[config.mk]
export PLATFORM = sky130hd
export DESIGN_NAME = ro_puf_ctrl_flat
export DESIGN_NICKNAME = d
export VERILOG_FILES = /design/src/rtl/ro_puf_ctrl_if.sv /design/src/rtl/ro_puf_ctrl.sv /design/src/flat_wrapper.sv
export SDC_FILE = /design/constraint.sdc
export NUM_CORES = 1
export LEC_CHECK = 0
export ABC_AREA = 1
export BUFFER_PORTS_ARGS = -buffer_cell sky130_fd_sc_hd__buf_2
export CORE_UTILIZATION = 50
export DETAILED_ROUTE_END_ITERATION = 10
export GPL_TIMING_DRIVEN = 0
export PLACE_DENSITY = 0.72
export SETUP_SLACK_MARGIN = 0.2
export SYNTH_ARGS = -nofsm -noshare
export SYNTH_HDL_FRONTEND = slang
export SYNTH_SLANG_ARGS = --single-unit
[constraint.sdc]
create_clock -name clk -period 1.8 [get_ports clk]
set_clock_uncertainty 0.05 [all_clocks]
set_input_delay 0.36 -clock clk [delete_from_list [all_inputs] [get_ports clk]]
set_output_delay 0.36 -clock clk [all_outputs]
set_load 0.01 [all_outputs]
[src/rtl/ro_puf_ctrl_if.sv]
// ro_puf_ctrl_if: challenge/response bus between a host and ro_puf_ctrl.
// PUF_TIE_FLAG_EN adds the tie result flag.
interface ro_puf_ctrl_if #(
   parameter int SEL_W = 3,
   parameter int CNT_W = 16
);
   logic               start;
   logic [2*SEL_W-1:0] challenge;
   logic               busy;
   logic               done;
   logic               response;
   logic               err;
   logic [CNT_W-1:0]   count_a;
   logic [CNT_W-1:0]   count_b;
`ifdef PUF_TIE_FLAG_EN
   logic               tie;
   modport master (output start, challenge, input busy, done, response, err, count_a, count_b, tie);
   modport slave  (input start, challenge, output busy, done, response, err, count_a, count_b, tie);
`else
   modport master (output start, challenge, input busy, done, response, err, count_a, count_b);
   modport slave  (input start, challenge, output busy, done, response, err, count_a, count_b);
`endif
endinterface

[src/rtl/ro_puf_ctrl.sv]
// ro_puf_ctrl: ring-oscillator PUF sequencer (settle, count window, compare) giving one response bit per challenge.
// Optional PUF_TIE_FLAG_EN adds a tie flag pulsed with done on equal counts.
module ro_puf_ctrl #(
   parameter int NUM_RO = 8,
   parameter int SEL_W  = 3,
   parameter int CNT_W  = 16,
   parameter int SETTLE = 4,
   parameter int WINDOW = 1024
) (
   input  logic              clk,
   input  logic              rst_n,
   input  logic [NUM_RO-1:0] ro_in,
   output logic [NUM_RO-1:0] ro_en,
   ro_puf_ctrl_if.slave      bus
);
   localparam int TMAX = (SETTLE > WINDOW) ? SETTLE : WINDOW;
   localparam int TW   = $clog2(TMAX + 1);
   typedef enum logic [1:0] {S_IDLE, S_SETTLE, S_COUNT, S_DONE} state_t;
   state_t            state, state_n;
   logic [TW-1:0]     tmr, tmr_n;
   logic [SEL_W-1:0]  ch_a, ch_b, sel_a, sel_b;
   logic              ch_ok, bad, accept, run_n;
   logic [NUM_RO-1:0] mask_n, sync1, sync2, prev, rise;
   logic [CNT_W-1:0]  cnt_a, cnt_b;

   function automatic logic [NUM_RO-1:0] pair(input logic [SEL_W-1:0] a, input logic [SEL_W-1:0] b);
      return (NUM_RO'(1) << a) | (NUM_RO'(1) << b);
   endfunction

   assign ch_a        = bus.challenge[2*SEL_W-1:SEL_W];
   assign ch_b        = bus.challenge[SEL_W-1:0];
   assign ch_ok       = ch_a != ch_b && 32'(ch_a) < NUM_RO && 32'(ch_b) < NUM_RO;
   assign rise        = sync2 & ~prev;
   assign bus.busy    = state != S_IDLE;
   assign bus.count_a = cnt_a;
   assign bus.count_b = cnt_b;

   always_ff @(posedge clk)
      if (!rst_n) begin
         state <= S_IDLE;
         tmr   <= '0;
      end else begin
         state <= state_n;
         tmr   <= tmr_n;
      end

   always_comb begin
      state_n = state;
      tmr_n   = tmr;
      accept  = 1'b0;
      case (state)
         S_IDLE:
            if (bus.start) begin
               accept  = 1'b1;
               state_n = ch_ok ? S_SETTLE : S_DONE;
               tmr_n   = TW'(SETTLE - 1);
            end
         S_SETTLE: begin
            tmr_n = tmr - 1'b1;
            if (tmr == '0) begin
               state_n = S_COUNT;
               tmr_n   = TW'(WINDOW - 1);
            end
         end
         S_COUNT: begin
            tmr_n   = tmr - 1'b1;
            state_n = (tmr == '0) ? S_DONE : S_COUNT;
         end
         default: state_n = S_IDLE;
      endcase
      run_n  = state_n == S_SETTLE || state_n == S_COUNT;
      mask_n = accept ? pair(ch_a, ch_b) : pair(sel_a, sel_b);
   end

   // enables are registered so the oscillator array sees glitch-free levels
   always_ff @(posedge clk)
      if (!rst_n) begin
         sel_a <= '0;
         sel_b <= '0;
         bad   <= 1'b0;
         ro_en <= '0;
      end else begin
         if (accept) {sel_a, sel_b, bad} <= {ch_a, ch_b, !ch_ok};
         ro_en <= run_n ? mask_n : '0;
      end

   always_ff @(posedge clk)
      if (!rst_n) {sync1, sync2, prev} <= '0;
      else {sync1, sync2, prev} <= {ro_in, sync1, sync2};

   // counting is gated by state, so edges still in the synchroniser at exit are lost
   always_ff @(posedge clk)
      if (!rst_n || accept) begin
         cnt_a <= '0;
         cnt_b <= '0;
      end else if (state == S_COUNT) begin
         if (rise[sel_a] && cnt_a != '1) cnt_a <= cnt_a + 1'b1;
         if (rise[sel_b] && cnt_b != '1) cnt_b <= cnt_b + 1'b1;
      end

   always_ff @(posedge clk)
      if (!rst_n || accept) begin
         bus.done     <= 1'b0;
         bus.response <= 1'b0;
         bus.err      <= 1'b0;
      end else begin
         bus.done <= state == S_DONE;
         if (state == S_DONE) begin
            bus.err      <= bad;
            bus.response <= !bad && cnt_a > cnt_b;
         end
      end

`ifdef PUF_TIE_FLAG_EN
   always_ff @(posedge clk)
      bus.tie <= rst_n && state == S_DONE && !bad && cnt_a == cnt_b;
`endif
endmodule

[src/flat_wrapper.sv]
// flat-port wrapper written by rule: the top's interface ports become plain ports
module ro_puf_ctrl_flat 
#(
   parameter int NUM_RO = 8,
   parameter int SEL_W  = 3,
   parameter int CNT_W  = 16,
   parameter int SETTLE = 4,
   parameter int WINDOW = 1024
)
  (clk, rst_n, ro_in, ro_en, bus_start, bus_challenge, bus_busy, bus_done, bus_response, bus_err, bus_count_a, bus_count_b);
  ro_puf_ctrl_if #(.SEL_W(SEL_W), .CNT_W(CNT_W)) bus_i ();
  input  logic clk;
  input  logic rst_n;
  input  logic [NUM_RO-1:0] ro_in;
  output logic [NUM_RO-1:0] ro_en;
  input wire logic [$bits(bus_i.start)-1:0] bus_start;
  input wire logic [$bits(bus_i.challenge)-1:0] bus_challenge;
  output wire logic [$bits(bus_i.busy)-1:0] bus_busy;
  output wire logic [$bits(bus_i.done)-1:0] bus_done;
  output wire logic [$bits(bus_i.response)-1:0] bus_response;
  output wire logic [$bits(bus_i.err)-1:0] bus_err;
  output wire logic [$bits(bus_i.count_a)-1:0] bus_count_a;
  output wire logic [$bits(bus_i.count_b)-1:0] bus_count_b;
  assign bus_i.start = bus_start;
  assign bus_i.challenge = bus_challenge;
  assign bus_busy = bus_i.busy;
  assign bus_done = bus_i.done;
  assign bus_response = bus_i.response;
  assign bus_err = bus_i.err;
  assign bus_count_a = bus_i.count_a;
  assign bus_count_b = bus_i.count_b;
  ro_puf_ctrl #(.NUM_RO(NUM_RO), .SEL_W(SEL_W), .CNT_W(CNT_W), .SETTLE(SETTLE), .WINDOW(WINDOW)) u_core (.clk(clk), .rst_n(rst_n), .ro_in(ro_in), .ro_en(ro_en), .bus(bus_i));
endmodule
==> flow_summary_export.csv <==
group,metric,value,unit
status,status,"completed",
timing,finalHoldViolations,0,
floorplanning,die-area,10270,sq um
worst_setup_path,crit_slowest_cell,"dfxtp_4",
timing,setup_viol,0,
layout,area_growth,35.69,%
timing,rsz0062_at_grt,"true",
place,placed_area,5420,sq um
power_and_ir_drop,p_per_area,1176,nW/um^2
layout,fillers,790,
route,wl_per_cell,14.27,microns
route,drt-total-wl,14070,microns
clocking,clk_path_buf_depth,2,
yosys,syn_inst,733,
route,ant_nets,0,
yosys,syn_area_per_cell,6.729,sq um
layout,drive_gt1_frac,0.3536,
hold_path,min_path_type,"input port to flop",
grt,grtUsageTotal,0.2654,
flow_run,max-cap-violations,0,
clocking,cts_buffers,9,
yosys,synth_edf_count,0,
hold_path,hp-start,"ro_in[5]",
yosys,ys_async_sr_fraction,0,
power_and_ir_drop,ir_drop,1.099,mV
clocking,clock_latency,0.37,ns
place,place_ws,-0.08843,ns
route,drtIter0Drc,269,
grt,grt_first_pass_wirelength,21580,microns
yosys,synth_cell_types,34,
worst_setup_path,path_common_cell,"nand2_1",
timing,tns,0,ns
timing,period_share,0.9387,
worst_setup_path,r2r-start,"u_core.bus.count_b[1]",
worst_setup_path,start_kind,"flop",
place,port_buffers,59,
route,drc,0,
floorplanning,die_x,101.3,microns
clocking,clock_sinks,87,
worst_setup_path,cp.arrival,1.96,ns
timing,worstMarginPinSlew,0.5095,ns
timing,layout_min_cycle_time,1.690,ns
grt,grt_pass1_vias,4790,
floorplanning,core,9415,sq um
yosys,yosysWarnings,0,
worst_setup_path,cp_cell_sequence,"buf_6 > inv_4 > ha_4 > inv_2 > o21bai_1 > nand2_1 > nand2_1 > nand2_1 > nand2_1 > nand2_1 > nand2_1 > nand2_2 > a21oi_2",
power_and_ir_drop,power.leakage,2.966,nW
worst_setup_path,crit_path_max_fanout,5,
worst_setup_path,setup.worst_path.start,"u_core.bus.count_b[1]",
route,num_vias,5255,
place,globalplace.congestion,0.8997,
floorplanning,initial_core_util,0.5239,
yosys,syn-cell-area,4932,sq um
floorplanning,die_h,101.3,microns
clocking,htree_levels,3,
layout,nets,893,
yosys,synth_ff_type,"dfxtp_1",
clocking,cts-root-buf,"clkbuf_8",
floorplanning,num_io_pins,61,
layout,antennaDiodeCount,0,
grt,grt-ovfl-total,0,
route,first_pass_iters,5,
yosys,synth_fp_nets,774,
grt,grt_antenna_before_repair,0,
floorplanning,core.rowCount,35,
timing,hold_slack,0.1209,ns
place,dp_hpwl,9174,microns
grt,grt_max_degree,17,
clocking,cts_tree,"done",
worst_setup_path,slowest_delay,0.38,ns
timing,max_freq,591.9,MHz
timing,slew_viol_final,0,
yosys,yosysSeqAreaShare,0.3531,
timing,fin_ws,0.1104,ns
timing,relSlewSlack,0.6603,
yosys,synth_seq_cells,87,
worst_setup_path,cp-end-kind,"flop",
layout,final_area,6693,sq um
route,vias_per_cell,5.330,
clocking,clkTransAtPathRegs,0.10,ns
worst_setup_path,path_class,"flop to flop",
worst_setup_path,required,2.07,ns
[report_power, final]
part           switching [mW]  internal, mW  total (mW)
Sequential              0.183          2.12        2.31
Combinational            2.40          1.53        3.93
Clock                   0.793         0.845        1.64
[worst max-delay path: cells and delay by family (launching register included)]
kind | cells | cell delay, ns
AOI/OAI and AO/OA | 2 | 0.28
adders and majority gates | 1 | 0.25
buffers and inverters | 3 | 0.20
DFF | 1 | 0.38
and+or+nand+nor | 7 | 0.48
[cell type report]
class / count / area, sq um / share of cell area
well taps: 129 / 161.4 / 0.02412
plain buffers: 16 / 123.9 / 0.01851
clock inverters: 6 / 97.59 / 0.01458
multi-input cells: 523 / 3192 / 0.4769
repair buffers: 107 / 700.7 / 0.1047
clock buffers: 10 / 137.6 / 0.02056
flip-flops and latches: 87 / 1853 / 0.2769
repair inverters: 1 / 7.507 / 0.001122
inverters: 107 / 419.2 / 0.06263
[cells by family after synthesis]
| group | synth area share |
|---|---|
| simple gates | 0.3161 |
| compound gates | 0.1192 |
| buf+inv | 0.1027 |
| fa+ha+maj | 0.06088 |
| flops | 0.3531 |
| xor+xnor | 0.04795 |
[per-stage QoR]
step / total power, mW / utilization / std cells
5_1_grt: 8.364 / 0.7108 / 986
3_3_place_gp: 4.922 / 0.5757 / 921
2_1_floorplan: 4.330 / - / 733
4_1_cts: 7.168 / 0.6443 / 966
6_report: 7.873 / 0.7108 / 986
3_5_place_dp: 4.974 / 0.5757 / 921
[synth_stat cells (all sizes together), types with 4 or more instances]
| master | n | area share |
|---|---|---|
| a211oi | 4 | 0.0061 |
| a21oi | 59 | 0.061 |
| buf | 7 | 0.014 |
| clkbuf | 9 | 0.0068 |
| dfxtp | 87 | 0.35 |
| ha | 24 | 0.061 |
| inv | 107 | 0.081 |
| nand2 | 209 | 0.16 |
| nand3 | 56 | 0.065 |
| nand4 | 4 | 0.0051 |
| nor2 | 80 | 0.066 |
| nor3 | 13 | 0.013 |
| o21ai | 29 | 0.029 |
| o22ai | 5 | 0.0063 |
| o32ai | 4 | 0.0071 |
| xnor2 | 6 | 0.011 |
| xor2 | 21 | 0.037 |
[worst paths after layout]
check / endpoint / slack (ns) / cells past startpoint
worst max register to register: u_core.bus.response / 0.11 / 13
worst min register to register: u_core.sync2[3] / 0.37 / 2
worst max-delay path: u_core.bus.response / 0.11 / 13
worst min-delay path: u_core.sync1[5] / 0.12 / 3
[routing by layer]
metal  track usage  routed length [microns]  part of all wire
met5             0                        0                 0
met1        0.3245                     5925              0.42
met3       0.04969                      946             0.067
met2        0.4662                     6840              0.49
met4       0.09253                      355             0.025
[cell usage in the layout (no fill, tap or decap), types with 5 or more instances in the layout]
| cell type | count |
|---|---|
| ha_4 | 7 |
| clkbuf_1 | 5 |
| nor3_1 | 8 |
| dfxtp_2 | 11 |
| dfxtp_4 | 26 |
| clkbuf_8 | 10 |
| nand2_2 | 11 |
| buf_6 | 8 |
| nor2_2 | 19 |
| a21oi_1 | 41 |
| o22ai_1 | 5 |
| a21oi_2 | 17 |
| inv_4 | 5 |
| inv_2 | 12 |
| nand3_2 | 22 |
| nor2_4 | 9 |
| buf_4 | 44 |
| o21ai_0 | 23 |
| nand3_1 | 30 |
| dfxtp_1 | 50 |
| buf_2 | 60 |
| nand2_4 | 9 |
| xor2_1 | 21 |
| nor3_2 | 5 |
| nor2_1 | 52 |
| inv_1 | 89 |
| nand2_1 | 189 |
| ha_1 | 15 |
| xnor2_1 | 6 |
[registers in the layout, summed over array words and instances, names as in the netlist, 2 cells and up]
| register | cells |
|---|---|
| u_core.bus.count_b | 16 |
| u_core.state | 2 |
| u_core.prev | 8 |
| u_core.sync2 | 8 |
| u_core.sel_b | 3 |
| u_core.tmr | 11 |
| u_core.bus.count_a | 16 |
| u_core.sync1 | 8 |
| u_core.ro_en | 8 |
| u_core.sel_a | 3 |
[repair_timing]
item,CTS,global route
pin swaps,18,47
resized for setup,72,148
hold buffers,0,0
gates cloned,3,2
setup endpoints to repair,56,59
buffers inserted,26,18
No activity file was read; power rests on OpenSTA's default activity.
